File: config.mk
export PLATFORM = sky130hd
export DESIGN_NAME = output_controller
export DESIGN_NICKNAME = d
export VERILOG_FILES = /design/src/rtl/output_controller.sv
export SDC_FILE = /design/constraint.sdc
export NUM_CORES = 1
export LEC_CHECK = 0
export ABC_CLOCK_PERIOD_IN_PS = 7600
export CAP_MARGIN = 20
export CORE_AREA = 2 2 92 94
export DETAILED_ROUTE_END_ITERATION = 8
export DIE_AREA = 0 0 94 96
export GPL_TIMING_DRIVEN = 0
export PLACE_DENSITY_LB_ADDON = 0.3
export SYNTH_ARGS = -nofsm -noshare
export SYNTH_HDL_FRONTEND = slang
export SYNTH_SLANG_ARGS = --single-unit
File: constraint.sdc
create_clock -name clk -period 7.6 [get_ports clk]
set_input_delay 1.9 -clock clk [delete_from_list [all_inputs] [get_ports clk]]
set_output_delay 1.9 -clock clk [all_outputs]
set_load 0.1 [all_outputs]
File: src/rtl/output_controller.sv
// Streams one CODE_LENGTH-beat frame from the result BRAM out over AXI-Stream
// while the top-level state equals OUTPUT_STATE; a 2-entry skid FIFO absorbs the 1-cycle BRAM latency.
module output_controller #(
  parameter int                     CODE_LENGTH  = 1024,
  parameter int                     ADDR_WIDTH   = 10,
  parameter int                     DATA_WIDTH   = 8,
  parameter int                     STATE_WIDTH  = 10,
  parameter logic [STATE_WIDTH-1:0] OUTPUT_STATE = 10'd4
) (
  input  logic                   clk,
  input  logic                   reset,
  input  logic [STATE_WIDTH-1:0] state,
  output logic [ADDR_WIDTH-1:0]  addr_to_result_bram,
  output logic                   enable_to_result_bram,
  input  logic [DATA_WIDTH-1:0]  data_from_result_bram,
  output logic                   maxis_tvalid,
  input  logic                   maxis_tready,
  output logic [DATA_WIDTH-1:0]  maxis_tdata,
  output logic                   maxis_tlast,
  output logic                   done,
  output logic                   error
);

  localparam int CNT_W = ADDR_WIDTH + 1;
  localparam logic [CNT_W-1:0] CODE_LEN_C = CNT_W'(CODE_LENGTH);
  localparam logic [CNT_W-1:0] LAST_IDX   = CNT_W'(CODE_LENGTH - 1);

  localparam logic [1:0] S_IDLE   = 2'd0;
  localparam logic [1:0] S_STREAM = 2'd1;
  localparam logic [1:0] S_DONE   = 2'd2;

  logic [1:0]            fsm;
  logic [CNT_W-1:0]      rd_cnt;
  logic [CNT_W-1:0]      beat_cnt;
  logic                  inflight;
  logic                  inflight_last;
  logic [DATA_WIDTH-1:0] fifo_dat [2];
  logic [1:0]            fifo_last;
  logic                  wr_ptr;
  logic                  rd_ptr;
  logic [1:0]            count;

  logic       in_out;
  logic       streaming;
  logic       abort;
  logic       fire;
  logic       last_beat;
  logic [2:0] pending;

  assign in_out    = (state == OUTPUT_STATE);
  assign streaming = (fsm == S_STREAM);
  assign abort     = streaming && !in_out;
  assign fire      = maxis_tvalid && maxis_tready;
  assign last_beat = fire && (beat_cnt == LAST_IDX);

  // Occupancy net of this cycle's pop, so a steady tready sustains one beat per cycle.
  assign pending = {1'b0, count} + {2'b0, inflight} - {2'b0, fire};

  assign enable_to_result_bram = streaming && in_out && (rd_cnt < CODE_LEN_C) && (pending < 3'd2);
  assign addr_to_result_bram   = rd_cnt[ADDR_WIDTH-1:0];

  assign maxis_tvalid = (count != 2'd0);
  assign maxis_tdata  = maxis_tvalid ? fifo_dat[rd_ptr] : '0;
  assign maxis_tlast  = maxis_tvalid && fifo_last[rd_ptr];

  always_ff @(posedge clk or posedge reset) begin
    if (reset) begin
      fsm           <= S_IDLE;
      rd_cnt        <= '0;
      beat_cnt      <= '0;
      inflight      <= 1'b0;
      inflight_last <= 1'b0;
      fifo_dat[0]   <= '0;
      fifo_dat[1]   <= '0;
      fifo_last     <= '0;
      wr_ptr        <= 1'b0;
      rd_ptr        <= 1'b0;
      count         <= '0;
      done          <= 1'b0;
      error         <= 1'b0;
    end else begin
      done <= 1'b0;
      case (fsm)
        S_IDLE: begin
          if (in_out) begin
            fsm      <= S_STREAM;
            rd_cnt   <= '0;
            beat_cnt <= '0;
            inflight <= 1'b0;
            wr_ptr   <= 1'b0;
            rd_ptr   <= 1'b0;
            count    <= '0;
            error    <= 1'b0;
          end
        end
        S_STREAM: begin
          if (abort) begin
            fsm      <= S_IDLE;
            error    <= 1'b1;
            inflight <= 1'b0;
            wr_ptr   <= 1'b0;
            rd_ptr   <= 1'b0;
            count    <= '0;
          end else begin
            inflight <= enable_to_result_bram;
            if (enable_to_result_bram) begin
              rd_cnt        <= rd_cnt + 1'b1;
              inflight_last <= (rd_cnt == LAST_IDX);
            end
            // BRAM data is valid the cycle after the read, so the push lags by one.
            if (inflight) begin
              fifo_dat[wr_ptr]  <= data_from_result_bram;
              fifo_last[wr_ptr] <= inflight_last;
              wr_ptr            <= ~wr_ptr;
            end
            if (fire) begin
              rd_ptr   <= ~rd_ptr;
              beat_cnt <= beat_cnt + 1'b1;
            end
            count <= count + {1'b0, inflight} - {1'b0, fire};
            if (last_beat) begin
              fsm  <= S_DONE;
              done <= 1'b1;
            end
          end
        end
        S_DONE: begin
          if (!in_out) fsm <= S_IDLE;
        end
        default: fsm <= S_IDLE;
      endcase
    end
  end

endmodule
==> flow_metrics.env, run 1 <==
export IMPL_post_route_period_util_pct=96.8
export IMPL_max_slew_margin_rel_pct=35.4
export IMPL_dpl_instance_area_um2=3350
export IMPL_worstPathMaxFanout=6
export IMPL_post_cts_setup_buffers=0
export IMPL_final_common_cell="dfrtp_1"
export IMPL_root_buffer="clkbuf_8"
export IMPL_synth_edf_count=0
export IMPL_numCtsBuffers=5
export IMPL_grt_max_degree=38
export IMPL_holdPathStages=1
export IMPL_postRouteAntennaNets=0
export IMPL_drt_pass1_iterations=4
export IMPL_fill_cells=777
export IMPL_io_buffers=43
export IMPL_syn_nets=303
export IMPL_ys_seq_area_share_pct=45.1
export IMPL_ios=44
export IMPL_async_flop_share_pct=100
export IMPL_syn_area_per_cell_um2=10.0
export IMPL_path_cells="clkdlybuf4s50_1 -> o21a_1 -> ha_1 -> inv_1 -> ha_1 -> inv_1 -> fa_1 -> nor2b_1 -> and2_0 -> clkbuf_1 -> nand2_1 -> nor2_1 -> dlygate4sd2_1"
export IMPL_antenna_found_initial=0
export IMPL_max_freq_mhz=136
export IMPL_die_y_um=96
export IMPL_max_stage_delay_ns=0.86
export IMPL_htreeDepth=2
export IMPL_period_needed_ns=7.35
export IMPL_cts_tree="built"
export IMPL_antenna_cells=0
export IMPL_peakVddDrop_uv=67.6
export IMPL_synth_seq_cells=50
export IMPL_viasPerCell=5.15
export IMPL_drt_initial_drc_count=126
export IMPL_ys_warn_count=0
export IMPL_grt_pass1_vias=2104
export IMPL_crit_required_ns=5.70
export IMPL_grt_pass1_wl_um=10200
export IMPL_synth_flop_cell="dfrtp_1"
export IMPL_fin_setup_tns_ns=0
export IMPL_drcViolationCount=0
export IMPL_dp_cells=426
export IMPL_p_total_mw=0.465
export IMPL_row_count=33
export IMPL_fin_ws_ns=0.245
export IMPL_finalSetupViolCount=0
export IMPL_path_clk_slew_ns=0.08
export IMPL_rsz0062_at_grt="false"
export IMPL_crit_type="input pin to output pin"
export IMPL_cts_sinks=50
export IMPL_core_area_um2=8050
export IMPL_drv_slew=0
export IMPL_p_per_area_nw_per_um2=134
export IMPL_ys_types=47
export IMPL_drt_total_wl_um=6210
export IMPL_final_util_pct=42.9
export IMPL_skew_ns=0.0141
export IMPL_drt_wirelength_per_cell_um=14.3
export IMPL_hold_violations=0
export IMPL_crit_arrival_ns=5.45
export IMPL_hp_class="flop to flop"
export IMPL_syn_inst=277
export IMPL_holdWs_ns=0.502
export IMPL_num_vias=2234
export IMPL_netlist_area_um2=2770
export IMPL_start_kind="input pin"
export IMPL_grt_ovfl_total=0
export IMPL_power_leakage_nw=1.48
export IMPL_die_area_um2=9020
export IMPL_endpoint_kind="output pin"
export IMPL_worstMarginPinSlew_ns=0.966
export IMPL_grt_usage_pct=14.4
export IMPL_dpl_worst_slack_ns=-0.0222
export IMPL_fp_dieW_um=94
export IMPL_dp_hpwl_um=4440
export IMPL_clk_latency_ns=0.31
export IMPL_status="complete, no violations"
export IMPL_clockBufferDepth=2
export IMPL_slowest_stage="dlygate4sd2_1"
export IMPL_layout_common_cells="dfrtp_1, clkdlybuf4s50_1, o21ai_0, nand2_1, nor2_1"
export IMPL_final_cells=434
export IMPL_maxCapViolations=0
export IMPL_start_util_pct=34.4
export IMPL_final_area_um2=3460
export IMPL_gp_congestion=0.773
export IMPL_syn2layout_area_growth_pct=24.7
export IMPL_rr_worst_depth=10
export IMPL_drive_above_1_share_pct=14.0
export IMPL_final_nets=354
## Yosys cell counts, types with 2 or more instances
| library cell | count | area (µm²) |
|---|---|---|
| nor3_1 | 3 | 15.0 |
| o2bb2ai_1 | 2 | 17.5 |
| ha_1 | 4 | 50.1 |
| and4_1 | 2 | 17.5 |
| mux2_4 | 9 | 135 |
| o21ai_0 | 26 | 130 |
| a31oi_1 | 3 | 18.8 |
| o21a_1 | 3 | 22.5 |
| mux2i_1 | 10 | 100 |
| nor4_1 | 3 | 18.8 |
| buf_4 | 11 | 82.6 |
| a21oi_1 | 8 | 40.0 |
| nand2_1 | 26 | 97.6 |
| nand3_1 | 12 | 60.1 |
| nor2b_1 | 4 | 25.0 |
| or3_1 | 3 | 18.8 |
| o211ai_1 | 5 | 37.5 |
| inv_1 | 11 | 41.3 |
| or4_1 | 9 | 67.6 |
| nor2_1 | 15 | 56.3 |
| nand4_1 | 9 | 56.3 |
| mux2_2 | 9 | 101 |
| dfrtp_1 | 50 | 1250 |
| and2_1 | 4 | 25.0 |
| o31ai_1 | 2 | 15.0 |
| buf_1 | 3 | 11.3 |
| and3_1 | 3 | 18.8 |
| buf_2 | 2 | 10.0 |
| nand2b_1 | 4 | 25.0 |
| clkbuf_1 | 5 | 18.8 |
## worst paths after layout
check / startpoint / to / slack (ns)
max in group asynchronous: reset / fsm[1]$_DFFE_PP0P_ / 5.21
worst min register to register: beat_cnt[7]$_DFFE_PP0P_ / beat_cnt[7]$_DFFE_PP0P_ / 0.50
worst max-delay path: maxis_tready / enable_to_result_bram / 0.25
worst min-delay path: beat_cnt[7]$_DFFE_PP0P_ / beat_cnt[7]$_DFFE_PP0P_ / 0.50
worst max register to register: count[1]$_DFFE_PP0P_ / rd_cnt[3]$_DFFE_PP0P_ / 4.50
min in group asynchronous: reset / rd_cnt[5]$_DFFE_PP0P_ / 1.87
## report_power, final
part	total (mW)	internal, mW	switching (mW)	leakage [nW]
Combinational	0.0245	0.0125	0.0120	0.734
Clock	0.173	0.0836	0.0892	0.0544
Sequential	0.267	0.267	0.000800	0.689
## layout make-up
cell class	instances	area, µm²	area share [%]
Multi-Input combinational cell	195	1360	39.2
Sequential cell	50	1250	36.2
Timing Repair Buffer	44	449	13.0
Tap cell	105	131	3.80
Buffer	21	123	3.55
Clock buffer	7	96.3	2.79
Inverter	11	41.3	1.19
Clock inverter	1	8.76	0.253
## worst max-delay path: cells and delay by family
kind / cells / cell delay [ns]
simple gates: 4 / 0.57
compound gates: 1 / 0.29
fa+ha+maj: 3 / 0.90
buf+inv: 5 / 1.78
## state kept, by name, summed over array words and instances (netlist names)
name / flops
rd_cnt: 11
done: 1
rd_ptr: 1
error: 1
inflight_last: 1
inflight: 1
count: 2
fifo_dat: 16
beat_cnt: 11
fifo_last: 2
wr_ptr: 1
fsm: 2
## what timing repair did
action	CTS	global route
resized for setup	1	0
hold buffers	0	0
endpoints found under the setup margin	1	0
## per-layer routing
metal  GRT usage [%]  wire, µm  vias to the layer above  share of wire [%]
met4            3.62        46                        0               0.74
met2            24.4      2940                       42                 47
met5               0         0                        -                  0
met3            3.05       251                        2                4.0
met1            18.9      2970                     1098                 48
li1                -         -                     1092                  -
## cells by family (layout without fill, tap and decap cells)
group | count (synthesis) | count (layout) | synth area share (%)
and+or+nand+nor | 104 | 104 | 21.1
AOI/OAI and AO/OA | 56 | 56 | 12.5
DFF | 50 | 50 | 45.1
buffers and inverters | 32 | 84 | 5.91
muxes | 28 | 28 | 12.1
adders and majority gates | 5 | 5 | 2.53
xor gates and xnor gates | 2 | 2 | 0.632
Note: power is estimated with default switching activity, not from simulation.
==> run 2, diff against run 1 <==
--- a/config.mk
+++ b/config.mk
@@ -5,11 +5,12 @@
 export SDC_FILE = /design/constraint.sdc
 export NUM_CORES = 1
 export LEC_CHECK = 0
-export ABC_CLOCK_PERIOD_IN_PS = 7600
+export ABC_CLOCK_PERIOD_IN_PS = 9300
 export CAP_MARGIN = 20
 export CORE_AREA = 2 2 92 94
 export DETAILED_ROUTE_END_ITERATION = 8
 export DIE_AREA = 0 0 94 96
+export GPL_ROUTABILITY_DRIVEN = 0
 export GPL_TIMING_DRIVEN = 0
 export PLACE_DENSITY_LB_ADDON = 0.3
 export SYNTH_ARGS = -nofsm -noshare
==> constraint.sdc (replaced) <==
create_clock -name clk -period 9.3 [get_ports clk]
set_input_delay 2.325 -clock clk [delete_from_list [all_inputs] [get_ports clk]]
set_output_delay 2.325 -clock clk [all_outputs]
set_load 0.1 [all_outputs]
==> flow_metrics.env, run 2 (same netlist as run 1, synthesis figures left out) <==
export IMPL_cts_tree="built"
export IMPL_rr_startpoint="count[1]$_DFFE_PP0P_"
export IMPL_start_util_pct=34.4
export IMPL_die_area_um2=9020
export IMPL_die_y_um=96
export IMPL_fp_dieW_um=94
export IMPL_largest_reg_flops=16
export IMPL_path_clk_slew_ns=0.08
export IMPL_ff2ff_setup_slack_ns=6.20
export IMPL_root_buffer="clkbuf_8"
export IMPL_top_regs="fifo_dat: 16 flops, beat_cnt: 11 flops, rd_cnt: 11 flops"
export IMPL_grt_ovfl_total=0
export IMPL_antenna_found_initial=0
export IMPL_hp_class="flop to flop"
export IMPL_r2r_end="rd_cnt[3]$_DFFE_PP0P_"
export IMPL_rr_worst_depth=10
export IMPL_layout_common_cells="dfrtp_1, clkdlybuf4s50_1, o21ai_0, nand2_1, nor2_1"
export IMPL_maxCapViolations=0
export IMPL_whs_endpoint="beat_cnt[7]$_DFFE_PP0P_"
export IMPL_drt_pass1_iterations=4
export IMPL_crit_required_ns=6.98
export IMPL_endpoint_kind="output pin"
export IMPL_skew_ns=0.0141
export IMPL_drive_above_1_share_pct=14.0
export IMPL_start_kind="input pin"
export IMPL_dp_hpwl_um=4440
export IMPL_holdPathStages=1
export IMPL_hp_start="beat_cnt[7]$_DFFE_PP0P_"
export IMPL_max_slew_margin_rel_pct=34.8
export IMPL_final_common_cell="dfrtp_1"
export IMPL_grt_pass1_vias=2104
export IMPL_postRouteAntennaNets=0
export IMPL_drv_slew=0
export IMPL_row_count=33
export IMPL_period_needed_ns=8.49
export IMPL_drt_initial_drc_count=126
export IMPL_hold_buffers=0
export IMPL_worstPathMaxFanout=6
export IMPL_io_buffers=43
export IMPL_num_vias=2234
export IMPL_crit_arrival_ns=6.17
export IMPL_cts_sinks=50
export IMPL_finalSetupViolCount=0
export IMPL_top_register="fifo_dat"
export IMPL_worstMarginPinSlew_ns=0.975
export IMPL_clk_latency_ns=0.31
export IMPL_crit_type="input pin to output pin"
export IMPL_drt_wirelength_per_cell_um=14.3
export IMPL_htreeDepth=2
export IMPL_core_area_um2=8050
export IMPL_rsz0062_at_grt="false"
export IMPL_viasPerCell=5.15
export IMPL_grt_max_degree=38
export IMPL_syn2layout_area_growth_pct=24.8
export IMPL_fin_setup_tns_ns=0
export IMPL_p_per_area_nw_per_um2=110
export IMPL_grt_usage_pct=14.4
export IMPL_hold_violations=0
export IMPL_power_leakage_nw=1.47
export IMPL_ios=44
export IMPL_fill_cells=776
export IMPL_peakVddDrop_uv=55.3
export IMPL_max_freq_mhz=118
export IMPL_cts_resized=0
export IMPL_post_route_period_util_pct=91.3
export IMPL_post_cts_setup_buffers=0
export IMPL_timing_critical_path_from="maxis_tready"
export IMPL_drcViolationCount=0
export IMPL_holdWs_ns=0.502
export IMPL_clockBufferDepth=2
export IMPL_grt_pass1_wl_um=10200
export IMPL_status="complete, no violations"
export IMPL_final_nets=354
export IMPL_antenna_cells=0
export IMPL_drt_total_wl_um=6210
export IMPL_numCtsBuffers=5
## run 2: worst max-delay path by stage
| stage | endpoint | slack (ns) | cells after the start |
|---|---|---|---|
| detailed placement | enable_to_result_bram | 0.83 | 13 |
| global route | enable_to_result_bram | 0.57 | 13 |
| global placement | enable_to_result_bram | 0.81 | 13 |
| CTS | enable_to_result_bram | 0.81 | 13 |
| floorplan | enable_to_result_bram | 1.64 | 11 |
| finish | enable_to_result_bram | 0.81 | 13 |
## run 2: worst max-delay path, cell delays in order
cell and delay (ns):
clkdlybuf4s50_1 0.50, o21a_1 0.29, ha_1 0.28, inv_1 0.06
ha_1 0.13, inv_1 0.05, fa_1 0.49, nor2b_1 0.23
and2_0 0.15, clkbuf_1 0.31, nand2_1 0.09, nor2_1 0.11
clkdlybuf4s50_1 1.14
## run 2: through the flow
stage                     area, µm²  setup WS [ns]  utilization (%)  total power, mW  cells
after floorplan                2770           1.64                -            0.230    277
after global placement         3330          0.807             41.4            0.242    425
after detailed placement       3350          0.828             41.6            0.243    426
after CTS                      3460          0.812             43.0            0.384    434
after global routing           3460          0.569             43.0            0.394    434
final                          3460          0.808             43.0            0.380    434
## run 2: final cells by class
| cell class | instances | area [µm²] | share of cell area, % |
|---|---|---|---|
| Timing Repair Buffer | 44 | 450 | 13.0 |
| Buffer | 21 | 123 | 3.55 |
| Clock inverter | 1 | 8.76 | 0.253 |
| Tap cell | 105 | 131 | 3.80 |
| Multi-Input combinational cell | 195 | 1360 | 39.2 |
| Inverter | 11 | 41.3 | 1.19 |
| Sequential cell | 50 | 1250 | 36.2 |
| Clock buffer | 7 | 96.3 | 2.79 |
## run 2: layer usage
layer / share of wire (%) / up-vias / GRT usage (%)
li1: - / 1092 / -
met1: 48 / 1098 / 18.9
met2: 47 / 42 / 24.4
met3: 4.0 / 2 / 3.05
met4: 0.74 / 0 / 3.62
met5: 0 / - / 0
## run 2: where the power goes
group	switching [mW]	internal, mW	leakage, nW
Combinational	0.00980	0.0102	0.729
Clock	0.0729	0.0683	0.0544
Sequential	0.000653	0.218	0.689
